### src/rtl/agnus_blitter_shiftseq_pkg.sv
// Shared definitions for the blitter A/B shift sequencer.
package agnus_blitter_shiftseq_pkg;

  localparam int WBITS_DEF = 6;
  localparam int HBITS_DEF = 10;

  typedef enum logic [1:0] {
    ST_IDLE  = 2'd0,
    ST_RUN   = 2'd1,
    ST_DRAIN = 2'd2
  } state_t;

  // First/last-word masks only ever apply to channel A.
  function automatic logic [15:0] apply_masks(input logic [15:0] a,
                                              input logic [15:0] afwm,
                                              input logic [15:0] alwm,
                                              input logic        first,
                                              input logic        last);
    return a & (first ? afwm : 16'hFFFF) & (last ? alwm : 16'hFFFF);
  endfunction

endpackage

### src/rtl/agnus_blitter_shiftseq_if.sv
// Configuration, source-word and result signals of the shift sequencer.
interface agnus_blitter_shiftseq_if #(
  parameter int WBITS = agnus_blitter_shiftseq_pkg::WBITS_DEF,
  parameter int HBITS = agnus_blitter_shiftseq_pkg::HBITS_DEF
);
  logic             start;
  logic             desc;
  logic [3:0]       ash;
  logic [3:0]       bsh;
  logic [WBITS-1:0] width;
  logic [HBITS-1:0] height;
  logic [15:0]      afwm;
  logic [15:0]      alwm;
  logic             word_valid;
  logic             word_ready;
  logic [15:0]      a_data;
  logic [15:0]      b_data;
  logic             out_valid;
  logic             out_ready;
  logic [15:0]      sa;
  logic [15:0]      sb;
  logic             out_first;
  logic             out_last;
  logic             busy;
  logic             done;

  // Driver side: DMA fetch / configuration and the downstream consumer.
  modport master (
    output start, desc, ash, bsh, width, height, afwm, alwm,
           word_valid, a_data, b_data, out_ready,
    input  word_ready, out_valid, sa, sb, out_first, out_last, busy, done
  );

  // Sequencer side.
  modport slave (
    input  start, desc, ash, bsh, width, height, afwm, alwm,
           word_valid, a_data, b_data, out_ready,
    output word_ready, out_valid, sa, sb, out_first, out_last, busy, done
  );
endinterface

### src/rtl/agnus_blitter_barrelshifter.sv
// 16-bit funnel shifter: shifts the new word and fills vacated bits from
// the previous word of the same channel. Shift 0 passes the new word.
module agnus_blitter_barrelshifter (
  input  logic        desc,
  input  logic [3:0]  shift,
  input  logic [15:0] new_word,
  input  logic [15:0] old_word,
  output logic [15:0] out
);

  // Ascending takes the low half of {old,new}>>n, descending the high
  // half of {new,old}<<n; both collapse to new_word for n = 0.
  always_comb begin
    if (desc)
      out = 16'(({new_word, old_word} << shift) >> 16);
    else
      out = 16'({old_word, new_word} >> shift);
  end

endmodule

### src/rtl/agnus_blitter_shiftseq_cnt.sv
// Width/height down-counters with first/last/end-of-blit decode.
// A field value of 0 expands to 2^N.
module agnus_blitter_shiftseq_cnt #(
  parameter int WBITS = 6,
  parameter int HBITS = 10
) (
  input  logic             clk,
  input  logic             reset,
  input  logic             load,
  input  logic             step,
  input  logic [WBITS-1:0] width,
  input  logic [HBITS-1:0] height,
  output logic             first,
  output logic             last,
  output logic             end_blit
);

  logic [WBITS:0] width_in, weff, wcnt;
  logic [HBITS:0] height_in, hcnt;

  assign width_in  = (width  == '0) ? {1'b1, {WBITS{1'b0}}} : {1'b0, width};
  assign height_in = (height == '0) ? {1'b1, {HBITS{1'b0}}} : {1'b0, height};

  assign first    = (wcnt == weff);
  assign last     = (wcnt == (WBITS+1)'(1));
  assign end_blit = last && (hcnt == (HBITS+1)'(1));

  // Load on start; each accepted word steps the word counter, the last
  // word of a row reloads it and steps the row counter.
  always_ff @(posedge clk or posedge reset) begin
    if (reset) begin
      weff <= '0;
      wcnt <= '0;
      hcnt <= '0;
    end else if (load) begin
      weff <= width_in;
      wcnt <= width_in;
      hcnt <= height_in;
    end else if (step) begin
      if (last) begin
        wcnt <= weff;
        hcnt <= hcnt - 1'b1;
      end else begin
        wcnt <= wcnt - 1'b1;
      end
    end
  end

endmodule

### src/rtl/agnus_blitter_shiftseq.sv
// Blitter A/B shift-path word sequencer: walks a width x height blit,
// masks and shifts each accepted A/B pair and registers the result.
module agnus_blitter_shiftseq
  import agnus_blitter_shiftseq_pkg::*;
#(
  parameter int WBITS = WBITS_DEF,
  parameter int HBITS = HBITS_DEF
) (
  input logic                   clk,
  input logic                   reset,
  agnus_blitter_shiftseq_if.slave bus
);

  state_t      state;
  logic        desc_q;
  logic [3:0]  ash_q, bsh_q;
  logic [15:0] afwm_q, alwm_q;
  logic [15:0] old_a, old_b;
  logic        out_valid_q, out_first_q, out_last_q;
  logic [15:0] sa_q, sb_q;
  logic        busy_q, done_q;

  logic        word_ready_c, accept, load;
  logic        first, last, end_blit;
  logic [15:0] ma, sa_n, sb_n;

  // The output register can take a new word when empty or being drained.
  assign word_ready_c = (state == ST_RUN) && (!out_valid_q || bus.out_ready);
  assign accept       = bus.word_valid && word_ready_c;
  assign load         = (state == ST_IDLE) && bus.start;

  agnus_blitter_shiftseq_cnt #(.WBITS(WBITS), .HBITS(HBITS)) u_cnt (
    .clk      (clk),
    .reset    (reset),
    .load     (load),
    .step     (accept),
    .width    (bus.width),
    .height   (bus.height),
    .first    (first),
    .last     (last),
    .end_blit (end_blit)
  );

  assign ma = apply_masks(bus.a_data, afwm_q, alwm_q, first, last);

  agnus_blitter_barrelshifter u_shift_a (
    .desc     (desc_q),
    .shift    (ash_q),
    .new_word (ma),
    .old_word (old_a),
    .out      (sa_n)
  );

  agnus_blitter_barrelshifter u_shift_b (
    .desc     (desc_q),
    .shift    (bsh_q),
    .new_word (bus.b_data),
    .old_word (old_b),
    .out      (sb_n)
  );

  // Sequencer FSM with registered result, status and done pulse.
  always_ff @(posedge clk or posedge reset) begin
    if (reset) begin
      state       <= ST_IDLE;
      desc_q      <= 1'b0;
      ash_q       <= '0;
      bsh_q       <= '0;
      afwm_q      <= '0;
      alwm_q      <= '0;
      old_a       <= '0;
      old_b       <= '0;
      out_valid_q <= 1'b0;
      out_first_q <= 1'b0;
      out_last_q  <= 1'b0;
      sa_q        <= '0;
      sb_q        <= '0;
      busy_q      <= 1'b0;
      done_q      <= 1'b0;
    end else begin
      done_q <= 1'b0;
      case (state)
        ST_IDLE: begin
          if (bus.start) begin
            desc_q <= bus.desc;
            ash_q  <= bus.ash;
            bsh_q  <= bus.bsh;
            afwm_q <= bus.afwm;
            alwm_q <= bus.alwm;
            old_a  <= '0;
            old_b  <= '0;
            busy_q <= 1'b1;
            state  <= ST_RUN;
          end
        end
        ST_RUN: begin
          if (accept) begin
            // Reload straight over a consumed word: no bubble.
            out_valid_q <= 1'b1;
            sa_q        <= sa_n;
            sb_q        <= sb_n;
            out_first_q <= first;
            out_last_q  <= last;
            // Old words carry across row boundaries within a blit.
            old_a       <= ma;
            old_b       <= bus.b_data;
            if (end_blit) state <= ST_DRAIN;
          end else if (bus.out_ready) begin
            out_valid_q <= 1'b0;
          end
        end
        ST_DRAIN: begin
          if (out_valid_q && bus.out_ready) begin
            out_valid_q <= 1'b0;
            done_q      <= 1'b1;
            busy_q      <= 1'b0;
            state       <= ST_IDLE;
          end
        end
        default: state <= ST_IDLE;
      endcase
    end
  end

  assign bus.word_ready = word_ready_c;
  assign bus.out_valid  = out_valid_q;
  assign bus.sa         = sa_q;
  assign bus.sb         = sb_q;
  assign bus.out_first  = out_first_q;
  assign bus.out_last   = out_last_q;
  assign bus.busy       = busy_q;
  assign bus.done       = done_q;

endmodule

### src/flat_wrapper.sv
// flat-port wrapper written by rule: the top's interface ports become plain ports
module agnus_blitter_shiftseq_flat import agnus_blitter_shiftseq_pkg::*;
#(
  parameter int WBITS = WBITS_DEF,
  parameter int HBITS = HBITS_DEF
)
  (clk, reset, bus_start, bus_desc, bus_ash, bus_bsh, bus_width, bus_height, bus_afwm, bus_alwm, bus_word_valid, bus_a_data, bus_b_data, bus_out_ready, bus_word_ready, bus_out_valid, bus_sa, bus_sb, bus_out_first, bus_out_last, bus_busy, bus_done);
  agnus_blitter_shiftseq_if #(.WBITS(WBITS), .HBITS(HBITS)) bus_i ();
  input logic clk;
  input logic reset;
  input wire logic [$bits(bus_i.start)-1:0] bus_start;
  input wire logic [$bits(bus_i.desc)-1:0] bus_desc;
  input wire logic [$bits(bus_i.ash)-1:0] bus_ash;
  input wire logic [$bits(bus_i.bsh)-1:0] bus_bsh;
  input wire logic [$bits(bus_i.width)-1:0] bus_width;
  input wire logic [$bits(bus_i.height)-1:0] bus_height;
  input wire logic [$bits(bus_i.afwm)-1:0] bus_afwm;
  input wire logic [$bits(bus_i.alwm)-1:0] bus_alwm;
  input wire logic [$bits(bus_i.word_valid)-1:0] bus_word_valid;
  input wire logic [$bits(bus_i.a_data)-1:0] bus_a_data;
  input wire logic [$bits(bus_i.b_data)-1:0] bus_b_data;
  input wire logic [$bits(bus_i.out_ready)-1:0] bus_out_ready;
  output wire logic [$bits(bus_i.word_ready)-1:0] bus_word_ready;
  output wire logic [$bits(bus_i.out_valid)-1:0] bus_out_valid;
  output wire logic [$bits(bus_i.sa)-1:0] bus_sa;
  output wire logic [$bits(bus_i.sb)-1:0] bus_sb;
  output wire logic [$bits(bus_i.out_first)-1:0] bus_out_first;
  output wire logic [$bits(bus_i.out_last)-1:0] bus_out_last;
  output wire logic [$bits(bus_i.busy)-1:0] bus_busy;
  output wire logic [$bits(bus_i.done)-1:0] bus_done;
  assign bus_i.start = bus_start;
  assign bus_i.desc = bus_desc;
  assign bus_i.ash = bus_ash;
  assign bus_i.bsh = bus_bsh;
  assign bus_i.width = bus_width;
  assign bus_i.height = bus_height;
  assign bus_i.afwm = bus_afwm;
  assign bus_i.alwm = bus_alwm;
  assign bus_i.word_valid = bus_word_valid;
  assign bus_i.a_data = bus_a_data;
  assign bus_i.b_data = bus_b_data;
  assign bus_i.out_ready = bus_out_ready;
  assign bus_word_ready = bus_i.word_ready;
  assign bus_out_valid = bus_i.out_valid;
  assign bus_sa = bus_i.sa;
  assign bus_sb = bus_i.sb;
  assign bus_out_first = bus_i.out_first;
  assign bus_out_last = bus_i.out_last;
  assign bus_busy = bus_i.busy;
  assign bus_done = bus_i.done;
  agnus_blitter_shiftseq #(.WBITS(WBITS), .HBITS(HBITS)) u_core (.clk(clk), .reset(reset), .bus(bus_i));
endmodule
### config.mk
export PLATFORM = sky130hd
export DESIGN_NAME = agnus_blitter_shiftseq_flat
export DESIGN_NICKNAME = d
export VERILOG_FILES = /design/src/rtl/agnus_blitter_shiftseq_pkg.sv /design/src/rtl/agnus_blitter_shiftseq_if.sv /design/src/rtl/agnus_blitter_barrelshifter.sv /design/src/rtl/agnus_blitter_shiftseq_cnt.sv /design/src/rtl/agnus_blitter_shiftseq.sv /design/src/flat_wrapper.sv
export SDC_FILE = /design/constraint.sdc
export NUM_CORES = 1
export LEC_CHECK = 0
export CELL_PAD_IN_SITES_DETAIL_PLACEMENT = 0
export CELL_PAD_IN_SITES_GLOBAL_PLACEMENT = 1
export CORE_MARGIN = 2
export CORE_UTILIZATION = 55
export CTS_BUF_LIST = sky130_fd_sc_hd__clkbuf_8
export CTS_CLUSTER_SIZE = 14
export DETAILED_ROUTE_END_ITERATION = 10
export DONT_BUFFER_PORTS = 1
export PLACE_DENSITY_LB_ADDON = 0.05
export SYNTH_ARGS = -nofsm -noshare
export SYNTH_HDL_FRONTEND = slang
export SYNTH_SLANG_ARGS = --single-unit
### constraint.sdc
create_clock -name clk -period 13.9 [get_ports clk]
set_input_delay 3.475 -clock clk [delete_from_list [all_inputs] [get_ports clk]]
set_output_delay 3.475 -clock clk [all_outputs]
set_load 0.02 [all_outputs]
Yosys cells after proc, flatten, opt, wreduce, memory -nomap -nowiden
Index checks and enable logic that the tools add are counted.

cells by class
  multiply operators = 0
  reduce and logical (&&, ||, !) cells = 22
  shift-type cells = 4
  multiplexer cells = 30
  equal/unequal tests = 10
  add/sub/neg operators = 2
  div/mod/pow operators = 0
  bitwise operators = 2
  magnitude comparators = 0

operator list
  operator                 count
  $mux W16                 7
  $pmux W16 S2             2
  $shl A32 B4 Y32          2
  $shr A32 B4 Y16          2
  $mux W11                 4
  $and A16 B16 Y16         2
  $mux W7                  4
  $eq A11 B1 Y1 const B    1
  $sub A11 B1 Y11 const B  1
  $logic_not A10 Y1        1
  $reduce_bool A2 Y1       5
  $reduce_and A3 Y1        3
  $mux W2                  4
  $eq A7 B1 Y1 const B     1
  $eq A7 B7 Y1             1
  $sub A7 B1 Y7 const B    1
  $logic_not A6 Y1         1
  $mux W1                  6
  $ne A2 B1 Y1 const B     3
  $pmux W2 S3              1
  $reduce_and A2 Y1        3
  $logic_and A1 B1 Y1      5
  $pmux W1 S2              2
  $reduce_and A4 Y1        1
  other kinds (7)          7

word-level totals
  ROM bits = 0
  memories kept = 0
  bits in latches = 0
  register bits = 137
  memory bits (writable) = 0
  word-level logic and storage cells = 88

Depth between registers and ports, before layout
Gate-level depths: netlist of run 1.

  depth in word-level cells = 6
  mapped depth = 11
  gate-level depth less buffers = 9

Hierarchy
A second synthesis of run 1 with hierarchy kept.

unflattened totals
  cell total of the unflattened synthesis = 995
  area, all modules = 11244.5 µm²

modules (own cells, without submodules)
  module                       cells each  area an instance (µm²)  instances
  agnus_blitter_barrelshifter  209         2457.4                  2
  agnus_blitter_shiftseq       406         4784.6                  1
  agnus_blitter_shiftseq_cnt   171         1545.2                  1

Least setup slack after synthesis of run 1
OpenSTA, ideal clock, no wires.

  path type = input to output
  start point = input bus_out_ready
  end point = output bus_word_ready
  required time = 10425 ps
  setup slack = 6565 ps
  path buffers = 0
  stages = 2
  data arrival time = 3860 ps
  cell sequence = nand2b_1 > and2_1

on the way
  longest elaborated chain between the ends = 2

RTL lines
  what                 line                          source
  from (decl)          flat_wrapper.sv:22            input wire logic [$bits(bus_i.out_ready)-1:0] bus_out_ready;
  $logic_or A1 B1 Y1   agnus_blitter_shiftseq.sv:28  assign word_ready_c = (state == ST_RUN) && (!out_valid_q || bus.out_ready);
  $logic_and A1 B1 Y1  agnus_blitter_shiftseq.sv:28
  to (decl)            flat_wrapper.sv:23            output wire logic [$bits(bus_i.word_ready)-1:0] bus_word_ready;

No other way between the ends.

Worst setup path after layout of run 1
Ends and elaborated chain as after synthesis.

==> flow_metrics.py, run 1 <==
metrics = {
    "route": {
        "detail_route.iter0.violations": 1034,
        "num_vias": 9683,
        "remaining_number_of_nets_flagged_by_the_antenna_check_after_routing": 0,
        "post_drt_wl_per_cell_um": 22.3,
        "drt-pass1-iter-count": 8,
        "drt_drc_violations_left": 0,
        "drt_wl_total_mm": 33.1,
        "detail_route.vias_per_cell": 6.52,
    },
    "global_routing": {
        "overflow": 0,
        "grt_pass1_vias": 9156,
        "grt_usage": 0.315,
        "first_pass_grt_wire_length_mm": 52.0,
        "antenna_violations_before_repair": 0,
        "grt_max_degree": 85,
    },
    "clocking": {
        "clk_pin_slew_ns": 0.08,
        "hold_buf_cts": 0,
        "cts_max_level": 4,
        "cts_made_buffers": 17,
        "clkSinkCount": 137,
        "clockBufferDepth": 2,
        "cts-root-buf": "sky130_fd_sc_hd__clkbuf_8",
        "cts-resized-gates": 0,
        "insertion_delay_ns": 0.47,
        "post-cts-setup-buffers": 0,
        "clock_tree_from_tritoncts": "yes",
    },
    "sta": {
        "worstMarginPinSlew_ns": 0.964,
        "final.setup.tns_ns": 0,
        "clock_period_minus_worst_slack_ns": 7.38,
        "final_min_period_over_clock_period": 0.531,
        "final_max_slew_viol_count": 0,
        "highest_clock_rate_mhz": 136,
        "grt_setup_unrepaired": "no",
        "hold_viol_final": 0,
        "fin_skew_ns": 0.0232,
        "timing.max_slew.rel_slack": 0.357,
        "finalSetupViolCount": 0,
    },
    "yosys": {
        "synth_most_common_cell": "sky130_fd_sc_hd__nand2_1",
        "synth_cells": 1275,
        "mapped_nets": 1376,
        "synth_area_sq_um": 10900,
        "netlist-cell-type-count": 68,
        "edff_count_synth": 0,
        "synth.avg_cell_area_sq_um": 8.58,
        "synth_largest_type_area_fraction": 0.314,
        "synth.mux.area_fraction": 0.230,
        "synth_top_cells_by_count": "sky130_fd_sc_hd__nand2_1 (258), sky130_fd_sc_hd__dfrtp_1 (137), sky130_fd_sc_hd__nor2_1 (103)",
        "synth-seq-area-share": 0.314,
        "synth_warnings": 0,
        "synth_flop_cell": "sky130_fd_sc_hd__dfrtp_1",
        "netlist_top_cells_area": "sky130_fd_sc_hd__dfrtp_1 (31%), sky130_fd_sc_hd__mux4_2 (12%), sky130_fd_sc_hd__mux2i_1 (9.1%)",
        "yosys.area_share.simple": 0.170,
        "synth-xor-area-share": 0.0152,
        "fraction_of_the_mapped_netlist_area_in_compound_gates": 0.216,
        "synth-adder-area-share": 0.00801,
        "async_reset_ff_frac": 1.00,
        "combinational_family_with_the_most_area_after_synthesis": "multiplexers",
        "synth.largest_area_cell": "sky130_fd_sc_hd__dfrtp_1",
        "synth-seq-cells": 137,
    },
    "floorplanning": {
        "floorplan.core_area_sq_um": 19500,
        "start_util": 0.562,
        "rows": 51,
        "dieHeight_um": 145,
        "die_w_um": 145,
        "number_of_top_level_design_ports": 132,
        "design.die.area_sq_um": 21000,
    },
    "pwr": {
        "power.static_leakage_nw": 4.80,
        "pwr-share-seq": 0.262,
        "power_density_nw_per_um2": 265,
        "share_comb_of_total_power": 0.625,
        "power.clock.fraction": 0.113,
        "max-vdd-ir-drop_v": 0.000111,
        "p_sw_frac": 0.511,
        "cell_internal_pwr_mw": 1.48,
        "p_sw_mw": 1.55,
    },
    "finish": {
        "area_growth_pct": 4.31,
        "num-fill-cells": 1790,
        "post_layout_nonfiller_instances": 1484,
        "nNetsFinal": 1307,
        "n_antenna_cell": 0,
        "finalCoreUtilization": 0.586,
        "post_route_cells_drive_above_1_share": 0.125,
    },
    "worst_setup_path": {
        "worstSetupPathType": "input pin to primary output",
        "arrival_ns": 3.90,
        "critPathMaxFanout": 4,
        "cp-end-kind": "primary output",
        "worst-path-buf-inv": 0,
        "standard_cell_with_the_maximum_stage_delay_on_the_critical_path": "sky130_fd_sc_hd__and2_1",
        "series_of_cell_instances_along_the_critical_path": "nand2b_1 > and2_1",
        "cp.required_ns": 10.43,
        "critical_path.max_stage_delay_ns": 0.26,
        "worst_path_dominant_cell_family": "simple AND/OR/NAND/NOR gates",
        "critPathLaunchType": "input pin",
    },
    "place": {
        "placed_cells_incl_taps": 1452,
        "placement.io_buffers": 0,
        "dp_hpwl_mm": 23.6,
        "routability_congestion_estimate_from_global_placement": 0.939,
    },
    "min_path": {
        "hold_class": "flip-flop to flip-flop",
    },
    "run_status": {
        "outcome": "completed",
    },
    "job": {
        "max_cap_viol_count": 0,
    },
}
==> registers in the layout, indices dropped and copies added, names as in the netlist <==
| name | cells |
|---|---|
| u_core.bus.out_valid | 1 |
| u_core.ash_q | 4 |
| u_core.bus.sa | 16 |
| u_core.bus.sb | 16 |
| u_core.desc_q | 1 |
| u_core.u_cnt.weff | 7 |
| u_core.alwm_q | 16 |
| u_core.u_cnt.hcnt | 11 |
| u_core.state | 2 |
| u_core.bus.busy | 1 |
| u_core.bus.done | 1 |
| u_core.old_a | 16 |
| u_core.bsh_q | 4 |
| u_core.bus.out_first | 1 |
| u_core.bus.out_last | 1 |
| u_core.old_b | 16 |
| u_core.u_cnt.wcnt | 7 |
| u_core.afwm_q | 16 |
==> routing by layer <==
metal,global-route usage,share of wire
met4,0.0906,0.016
met2,0.449,0.43
met3,0.0934,0.11
met1,0.465,0.45
met5,0,0
==> power by group through the flow <==
stage / sequential (mW) / clock (mW) / combinational [mW]
after floorplan: 0.740 / 0 / 1.48
after global placement: 0.797 / 0 / 1.84
after detailed placement: 0.801 / 0 / 1.85
after CTS: 0.793 / 0.346 / 1.86
after global routing: 0.820 / 0.367 / 2.06
final: 0.794 / 0.341 / 1.89
==> path summary, 6_finish.rpt <==
kind | end | start | slack [ns] | depth (start not counted)
worst min-delay path | u_core.alwm_q[12]$_DFFE_PP0P_ | u_core.alwm_q[12]$_DFFE_PP0P_ | 0.48 | 2
max in group asynchronous | u_core.bsh_q[1]$_DFFE_PP0P_ | reset | 9.65 | 2
min in group asynchronous | u_core.bus.sa[11]$_DFFE_PP0P_ | reset | 2.98 | 1
worst max-delay path | bus_word_ready | bus_out_ready | 6.52 | 2
worst min register to register | u_core.alwm_q[12]$_DFFE_PP0P_ | u_core.alwm_q[12]$_DFFE_PP0P_ | 0.48 | 2
worst max register to register | u_core.bus.sa[1]$_DFFE_PP0P_ | u_core.u_cnt.wcnt[1]$_DFFE_PP0P_ | 10.20 | 9
==> through the flow <==
stage / setup slack [ns] / total power, mW / hold WS, ns / instance area [sq um]
after global routing: 6.51 / 3.25 / 0.506 / 11400
after detailed placement: 6.52 / 2.65 / 0.461 / 11000
after floorplan: 6.57 / 2.22 / 0.437 / 10900
final: 6.52 / 3.03 / 0.478 / 11400
after CTS: 6.52 / 3.00 / 0.481 / 11400
after global placement: 6.53 / 2.64 / 0.460 / 11000
==> final cells by class <==
class / instances / area, sq um / area share
Multi-Input combinational cell: 1007 / 7000 / 0.614
Tap cell: 265 / 332 / 0.0291
Inverter: 22 / 87.6 / 0.00768
Clock buffer: 17 / 234 / 0.0205
Timing Repair Buffer: 21 / 158 / 0.0138
Clock inverter: 15 / 161 / 0.0142
Sequential cell: 137 / 3430 / 0.301
==> layout by cell type (no fill, tap or decap), types with 5 or more instances in the layout <==
| cell | Yosys | final |
|---|---|---|
| sky130_fd_sc_hd__o22ai_1 | 14 | 14 |
| sky130_fd_sc_hd__buf_4 | 0 | 21 |
| sky130_fd_sc_hd__nor3_1 | 10 | 10 |
| sky130_fd_sc_hd__nand2b_1 | 10 | 10 |
| sky130_fd_sc_hd__mux4_2 | 56 | 56 |
| sky130_fd_sc_hd__a31oi_1 | 11 | 11 |
| sky130_fd_sc_hd__a211o_1 | 7 | 7 |
| sky130_fd_sc_hd__inv_1 | 18 | 18 |
| sky130_fd_sc_hd__inv_6 | 0 | 8 |
| sky130_fd_sc_hd__o211ai_1 | 16 | 16 |
| sky130_fd_sc_hd__o21ai_1 | 9 | 8 |
| sky130_fd_sc_hd__nor2_1 | 103 | 103 |
| sky130_fd_sc_hd__nand2_1 | 258 | 258 |
| sky130_fd_sc_hd__clkbuf_8 | 0 | 17 |
| sky130_fd_sc_hd__xor2_1 | 6 | 6 |
| sky130_fd_sc_hd__mux2_2 | 23 | 23 |
| sky130_fd_sc_hd__nor4_1 | 21 | 21 |
| sky130_fd_sc_hd__mux2i_1 | 99 | 99 |
| sky130_fd_sc_hd__a211oi_1 | 26 | 26 |
| sky130_fd_sc_hd__a21oi_1 | 77 | 77 |
| sky130_fd_sc_hd__xnor2_1 | 13 | 13 |
| sky130_fd_sc_hd__o31ai_1 | 20 | 20 |
| sky130_fd_sc_hd__o311ai_0 | 5 | 5 |
| sky130_fd_sc_hd__ha_1 | 7 | 7 |
| sky130_fd_sc_hd__a21o_1 | 24 | 24 |
| sky130_fd_sc_hd__a22o_1 | 17 | 17 |
| sky130_fd_sc_hd__o21ai_0 | 84 | 84 |
| sky130_fd_sc_hd__dfrtp_1 | 137 | 133 |
| sky130_fd_sc_hd__nand3_1 | 15 | 14 |
==> kinds of logic after synthesis <==
family | count (synthesis)
simple gates | 443
xor+xnor | 19
buf+inv | 131
mux | 178
flops | 137
compound gates | 360
fa+ha+maj | 7
No activity file was read; power rests on OpenSTA's default activity.
==> run 2: changes to the inputs <==
Settings changed: CORE_UTILIZATION 55 to 51.
Clock period 13.9 ns to 7.32 ns, I/O delays scaled along.
==> flow_metrics.py, run 2 (synthesis gave the netlist of run 1 again) <==
metrics = {
    "run_status": {
        "outcome": "completed",
    },
    "global_routing": {
        "first_pass_grt_wire_length_mm": 52.8,
        "grt_usage": 0.307,
        "overflow": 0,
        "grt_max_degree": 96,
        "grt_pass1_vias": 8956,
        "antenna_violations_before_repair": 0,
    },
    "sta": {
        "final.setup.tns_ns": 0,
        "setup_slack_ns": 3.24,
        "fin_skew_ns": 0.0230,
        "clock_period_minus_worst_slack_ns": 4.08,
        "hold_viol_final": 0,
        "grt_setup_unrepaired": "no",
        "timing.max_slew.rel_slack": 0.257,
        "worstMarginPinSlew_ns": 1.11,
        "final_max_slew_viol_count": 0,
        "highest_clock_rate_mhz": 245,
        "finalSetupViolCount": 0,
        "final_min_period_over_clock_period": 0.558,
    },
    "route": {
        "drt-pass1-iter-count": 7,
        "detail_route.vias_per_cell": 6.57,
        "drt_drc_violations_left": 0,
        "drt_wl_total_mm": 34.3,
        "num_vias": 9803,
        "post_drt_wl_per_cell_um": 23.0,
        "detail_route.iter0.violations": 1099,
        "remaining_number_of_nets_flagged_by_the_antenna_check_after_routing": 0,
    },
    "clocking": {
        "clk_pin_slew_ns": 0.08,
        "cts_max_level": 4,
        "cts-resized-gates": 0,
        "insertion_delay_ns": 0.47,
        "hold_buf_cts": 0,
        "clockBufferDepth": 2,
        "clkSinkCount": 137,
        "post-cts-setup-buffers": 0,
        "cts-root-buf": "sky130_fd_sc_hd__clkbuf_8",
        "clock_tree_from_tritoncts": "yes",
        "cts_made_buffers": 17,
    },
    "finish": {
        "area_growth_pct": 3.91,
        "n_antenna_cell": 0,
        "nNetsFinal": 1306,
        "leading_cell_types_in_the_layout_fill_and_taps_excluded": "sky130_fd_sc_hd__nand2_1 (258), sky130_fd_sc_hd__dfrtp_1 (133), sky130_fd_sc_hd__nor2_1 (103)",
        "post_route_cells_drive_above_1_share": 0.123,
        "layout_commonest_cell": "sky130_fd_sc_hd__nand2_1",
    },
    "place": {
        "routability_congestion_estimate_from_global_placement": 0.941,
        "dp_hpwl_mm": 24.3,
        "placement.io_buffers": 0,
        "dp_slack_ns": 3.21,
    },
    "worst_setup_path": {
        "cp.required_ns": 5.49,
        "worst_r2r_path_depth": 6,
        "cp_num_cells": 2,
        "cp-end-kind": "primary output",
        "critPathMaxFanout": 4,
        "worst-path-buf-inv": 0,
        "critPathLaunchType": "input pin",
        "critical_path.max_stage_delay_ns": 0.25,
        "critical_path.reg2reg.startpoint": "u_core.u_cnt.wcnt[0]$_DFFE_PP0P_",
        "arrival_ns": 2.25,
        "worstReg2RegEnd": "u_core.bus.sa[8]$_DFFE_PP0P_",
        "setup.reg_to_reg.worst_slack_ns": 3.42,
        "worstSetupPathType": "input pin to primary output",
        "standard_cell_with_the_maximum_stage_delay_on_the_critical_path": "sky130_fd_sc_hd__and2_1",
        "worst_path_dominant_cell_family": "simple AND/OR/NAND/NOR gates",
        "series_of_cell_instances_along_the_critical_path": "nand2b_1 > and2_1",
    },
    "job": {
        "max_cap_viol_count": 0,
    },
    "min_path": {
        "holdPathStages": 2,
        "hold_start": "u_core.alwm_q[8]$_DFFE_PP0P_",
        "whs_endpoint": "u_core.alwm_q[8]$_DFFE_PP0P_",
        "hold_class": "flip-flop to flip-flop",
    },
    "floorplanning": {
        "rows": 53,
        "design.die.area_sq_um": 22600,
        "floorplan.core_area_sq_um": 21000,
        "dieHeight_um": 150,
        "start_util": 0.520,
        "number_of_top_level_design_ports": 132,
        "die_w_um": 150,
    },
    "pwr": {
        "power.static_leakage_nw": 4.78,
        "max-vdd-ir-drop_v": 0.000230,
        "p_total_mw": 5.72,
        "power_density_nw_per_um2": 503,
    },
}
-- run 2: worst max-delay path by stage --
stage	endpoint	start	slack (ns)
after global routing	bus_word_ready	bus_out_ready	3.22
final	bus_word_ready	bus_out_ready	3.24
after detailed placement	u_core.old_a[8]$_DFFE_PP0P_	bus_out_ready	3.21
after CTS	bus_word_ready	bus_out_ready	3.23
after global placement	bus_word_ready	bus_out_ready	3.24
after floorplan	u_core.afwm_q[0]$_DFFE_PP0P_	reset	1.82
-- run 2: final cells by class --
class | instances | area [sq um]
fill | 1978 | 9660
multi-input combinational | 1007 | 7000
sequential | 137 | 3430
tap | 275 | 344
clock buffer | 18 | 248
timing repair buffer | 20 | 150
clock inverter | 13 | 98.8
inverter | 22 | 87.6
-- run 2: routing by layer --
metal / global-route usage / wire length (um)
met1: 0.471 / 15400
met2: 0.427 / 14400
met3: 0.0752 / 3610
met4: 0.0882 / 801
met5: 0 / 0
-- run 2: power by group --
part / leakage, nW / internal (mW) / switching [mW]
combinational: 2.88 / 1.42 / 2.21
clock: 0.177 / 0.245 / 0.343
sequential: 1.72 / 1.08 / 0.424
-- run 2: metrics by stage --
step	util	hold slack (ns)	cells	cell area [sq um]
final	0.541	0.478	1492	11400
after global routing	0.541	0.513	1492	11400
after CTS	0.541	0.484	1492	11400
after detailed placement	0.524	0.462	1461	11000
after global placement	0.524	0.459	1461	11000
after floorplan	-	0.437	1275	10900
